**config.mk**
```make
export PLATFORM = sky130hd
export DESIGN_NAME = regfile_2r1w
export DESIGN_NICKNAME = d
export VERILOG_FILES = /design/src/rtl/regfile_2r1w.sv
export SDC_FILE = /design/constraint.sdc
export NUM_CORES = 1
export LEC_CHECK = 0
export CAP_MARGIN = 20
export CORE_MARGIN = 1
export CORE_UTILIZATION = 30
export CTS_BUF_LIST = sky130_fd_sc_hd__clkbuf_2
export DETAILED_ROUTE_END_ITERATION = 8
export PLACE_DENSITY_LB_ADDON = 0.15
export SYNTH_ARGS = -nofsm -noshare
export SYNTH_HDL_FRONTEND = slang
export SYNTH_SLANG_ARGS = --single-unit
```
**constraint.sdc**
```tcl
create_clock -name clk -period 5.2 [get_ports clk]
set_clock_uncertainty 0.15 [all_clocks]
set_input_delay 1.04 -clock clk [delete_from_list [all_inputs] [get_ports clk]]
set_output_delay 1.04 -clock clk [all_outputs]
set_load 0.1 [all_outputs]
```
**src/rtl/regfile_2r1w.sv**
```systemverilog
// regfile_2r1w: parametrised general register store with two registered read
// ports and one write port, all on the rising edge of clk.
//
// A sequential clear engine zeroes the array after reset and on a clr request.
// While it runs, busy is high, reads return zero and writes are discarded.
// Discarded writes raise wr_drop for one cycle.
//
// Reads are write-first: a write that commits on the same edge a read port
// samples the same address is forwarded to that port.
//
// Optional feature macro: REGFILE_ZERO_REG_EN. When it is defined, register 0
// is hardwired to zero, and writes to address 0 are silently ignored.
module regfile_2r1w #(
    parameter int DATA_W = 8,
    parameter int ADDR_W = 5,
    parameter int DEPTH  = 32
) (
    input  logic              clk,
    input  logic              reset_n,
    input  logic [ADDR_W-1:0] rd0_addr,
    output logic [DATA_W-1:0] rd0_data,
    input  logic [ADDR_W-1:0] rd1_addr,
    output logic [DATA_W-1:0] rd1_data,
    input  logic              wr_en,
    input  logic [ADDR_W-1:0] wr_addr,
    input  logic [DATA_W-1:0] wr_data,
    input  logic              clr,
    output logic              busy,
    output logic              wr_drop
);

`ifdef REGFILE_ZERO_REG_EN
    localparam bit ZERO_REG = 1'b1;
`else
    localparam bit ZERO_REG = 1'b0;
`endif

    localparam logic [ADDR_W:0]   DEPTH_X  = (ADDR_W+1)'(DEPTH);
    localparam logic [ADDR_W-1:0] LAST_PTR = ADDR_W'(DEPTH - 1);

    typedef enum logic {
        ST_CLEAR,
        ST_IDLE
    } state_t;

    state_t            state;
    logic [ADDR_W-1:0] ptr;
    logic [DATA_W-1:0] mem [DEPTH];

    logic              clr_take;
    logic              rd_block;
    logic              wr_legal;
    logic              wr_commit;
    logic              wr_silent;
    logic              drop_next;
    logic [DATA_W-1:0] rd0_next;
    logic [DATA_W-1:0] rd1_next;

    function automatic logic in_range(input logic [ADDR_W-1:0] a);
        return {1'b0, a} < DEPTH_X;
    endfunction

    // Registered read value for one port: zero while clearing, out of range or
    // on the hardwired zero register, otherwise forwarded write data or array.
    function automatic logic [DATA_W-1:0] read_port(input logic [ADDR_W-1:0] a);
        if (rd_block || !in_range(a) || (ZERO_REG && (a == '0)))
            return '0;
        else if (wr_commit && (wr_addr == a))
            return wr_data;
        else
            return mem[a];
    endfunction

    assign busy = (state == ST_CLEAR);

    // Write qualification, drop detection and next read values.
    always_comb begin
        // NOTE: every signal driven here gets a value on every path, so no latch is inferred.
        clr_take  = (state == ST_IDLE) && clr;
        rd_block  = (state == ST_CLEAR) || clr_take;
        wr_legal  = in_range(wr_addr) && !(ZERO_REG && (wr_addr == '0));
        wr_commit = wr_en && (state == ST_IDLE) && !clr && wr_legal;
        wr_silent = wr_en && (state == ST_IDLE) && !clr && ZERO_REG && (wr_addr == '0);
        drop_next = wr_en && !wr_commit && !wr_silent;
        rd0_next  = read_port(rd0_addr);
        rd1_next  = read_port(rd1_addr);
    end

    // Clear-engine FSM plus registered read data and drop pulse.
    always_ff @(posedge clk or negedge reset_n) begin
        // NOTE: sequential state uses non-blocking assignments only.
        if (!reset_n) begin
            state    <= ST_CLEAR;
            ptr      <= '0;
            rd0_data <= '0;
            rd1_data <= '0;
            wr_drop  <= 1'b0;
        end else begin
            rd0_data <= rd0_next;
            rd1_data <= rd1_next;
            wr_drop  <= drop_next;
            case (state)
                ST_CLEAR: begin
                    if (ptr == LAST_PTR) begin
                        state <= ST_IDLE;
                        ptr   <= '0;
                    end else begin
                        ptr <= ptr + ADDR_W'(1);
                    end
                end
                ST_IDLE: begin
                    if (clr) begin
                        state <= ST_CLEAR;
                        ptr   <= '0;
                    end
                end
                default: begin
                    state <= ST_CLEAR;
                    ptr   <= '0;
                end
            endcase
        end
    end

    // Storage array: the clear sweep writes zeros, otherwise committed writes land here.
    always_ff @(posedge clk) begin
        // NOTE: the array has no reset; the clear engine zeroes it and reads are blocked until it finishes.
        if (state == ST_CLEAR)
            mem[ptr] <= '0;
        else if (wr_commit)
            mem[wr_addr] <= wr_data;
    end

endmodule

```
==> impl_metrics.env <==
export IMPL_status="finished, final reports clean"
export IMPL_finalPower_mw=5.48
export IMPL_clock_latency_ps=940
export IMPL_required_ps=4010
export IMPL_ys_types=38
export IMPL_ys_warn_count=0
export IMPL_dp_cells=1562
export IMPL_leakagePower_nw=5.47
export IMPL_drt_iter0_drc=823
export IMPL_synth_cells=973
export IMPL_critPathCaptureType="output port"
export IMPL_use_met2_pct=30.9
export IMPL_final_util_pct=34.4
export IMPL_hold_violations=0
export IMPL_ys_seq_area_share_pct=61.1
export IMPL_finalMaxSlewViolations=0
export IMPL_start_util_pct=30.5
export IMPL_startpoint="state$_DFF_PN0_"
export IMPL_grt_use_met1_pct=27.6
export IMPL_io_pins=45
export IMPL_antenna_found_initial=1
export IMPL_critPathKind="register to output port"
export IMPL_coreArea_sq_um=44300
export IMPL_nets=1078
export IMPL_first_global_vias=9102
export IMPL_drv_cap=0
export IMPL_cts_buffers=77
export IMPL_postSynthAreaPerCell_sq_um=13.9
export IMPL_maxSlewHeadroom_pct=26.4
export IMPL_crit_fanout=11
export IMPL_grt_pass1_wl_mm=64.9
export IMPL_fin_cells=1696
export IMPL_drive_above_1_share_pct=25.7
export IMPL_die_w_um=214
export IMPL_busiest_layer="met2"
export IMPL_port_buffers=44
export IMPL_post_cts_buffers=0
export IMPL_synth_most_common_cell="edfxtp_1"
export IMPL_wirelength_mm=45.9
export IMPL_via_per_inst=5.38
export IMPL_hold_class="primary input to asynchronous set/reset pin"
export IMPL_clockBufferDepth=3
export IMPL_post_route_drc_count=0
export IMPL_dr_pass1_iters=5
export IMPL_clk_pin_slew_ps=100
export IMPL_ys_ff_latch=279
export IMPL_hpwl_mm=29.9
export IMPL_syn_to_final_growth_pct=12.7
export IMPL_synth_edf_count=256
export IMPL_synth_flop_cell="edfxtp_1"
export IMPL_die_area_sq_um=46000
export IMPL_rows=77
export IMPL_gp_congestion=0.868
export IMPL_cts_resized_gates=0
export IMPL_synth_top_area_share_pct=56.8
export IMPL_overflow=0
export IMPL_grt_max_degree=66
export IMPL_start_kind="register"
export IMPL_synthesis_nets=1002
export IMPL_hold_buffers=0
export IMPL_rsz0062_at_grt="false"
export IMPL_cts_tree="built"
export IMPL_vias=9124
export IMPL_fin_tns_setup_ps=0
export IMPL_tightest_slew_ps=1100
export IMPL_cts_root_buf="clkbuf_2"
export IMPL_track_usage_pct=19.9
export IMPL_finalSetupViolCount=0
export IMPL_max_vdd_ir_drop_mv=0.112
export IMPL_fin_crit_ps=3920
export IMPL_wl_per_cell_um=27.1
export IMPL_synth_largest_area_cell="edfxtp_1"
export IMPL_cts_sinks=279
export IMPL_synth_async_reset_ratio_pct=8.24
export IMPL_arrival_ps=2730
export IMPL_period_share_pct=75.4
export IMPL_hold_ws_ps=339
export IMPL_dieHeight_um=214
export IMPL_synth_area_leaders="edfxtp_1 57%, mux2_2 11%, mux2i_1 9.7%"
export IMPL_rr_startpoint="state$_DFF_PN0_"
export IMPL_fmax_mhz=255
export IMPL_synth_area_sq_um=13500
export IMPL_grt_use_met3_pct=4.45
export IMPL_p_per_area_nw_per_um2=359
export IMPL_htree_levels=3
export IMPL_drtAntennaViolNets=0
export IMPL_synth_common_cells="256 x edfxtp_1, 131 x mux2i_1, 129 x mux2_2"
[layer usage]
layer / vias to the layer above / wire length (um)
li1: 4040 / -
met1: 4614 / 20800
met2: 378 / 20900
met3: 92 / 3140
met4: 0 / 1150
met5: - / 0
[kinds of logic after synthesis]
logic type | share of synthesized area [%]
buffers and inverters | 2.89
DFF | 61.1
and+or+nand+nor | 4.70
muxes | 20.4
xor gates and xnor gates | 0.712
adders and majority gates | 0.185
AOI/OAI and AO/OA | 10.0
[path summary, 6_finish.rpt]
path                       depth (start not counted)  slack, ps                    end
hold / removal                                     2        340  rd1_data[2]$_DFF_PN0_
min in group clk                                   1        460     ptr[2]$_DFFE_PN0P_
max in group asynchronous                          2       4250  rd1_data[1]$_DFF_PN0_
hold reg to reg                                    1        460     ptr[2]$_DFFE_PN0P_
setup / recovery                                   2       1280                   busy
setup reg to reg                                   5       1970   mem[19][2]$_DFFE_PP_
[registers in the layout (all words and copies together), names as in the netlist]
signal and count:
mem 256, rd0_data 8, rd1_data 8, ptr 5
state 1, wr_drop 1
[placed cells by master, fill, tap and decap left out, types with 6 or more instances in the layout]
master and count:
mux2_2 129, mux2i_1 131, nor2_1 54, a31oi_1 8
o21ai_0 17, a22oi_1 64, nand2_1 7, xor2_1 6
or4_1 8, dfrtp_1 23, clkbuf_2 109, clkdlybuf4s50_1 42
buf_4 25, nor4_1 10, a21oi_1 57, clkinv_1 16
o22ai_1 64, and3_1 10, edfxtp_1 256, nor3_1 11
[critical path: stages, from the launching register on]
cell and delay, ps:
dfrtp_1 500, inv_1 180, clkdlybuf4s50_1 1160
[power breakdown]
group	internal, mW	total [mW]	switching (mW)
Sequential	2.70	2.83	0.132
Combinational	0.336	1.11	0.776
Clock	0.610	1.54	0.931
[cell type report]
class                   count  area [sq um]
fillers                  4373         29100
well taps                 592           741
diodes                      3          7.51
multi-input cells         619          4900
clock buffers             109           546
repair buffers             70           659
flip-flops and latches    279          8260
inverters                   2          7.51
clock inverters            22           119
[per-stage QoR]
step	setup WS, ps	cell area, sq um
2_1_floorplan	2140	13500
3_3_place_gp	969	14600
5_1_grt	1060	15200
3_5_place_dp	922	14600
4_1_cts	1150	15200
6_report	1280	15200
(Power assumes the default switching activity.)
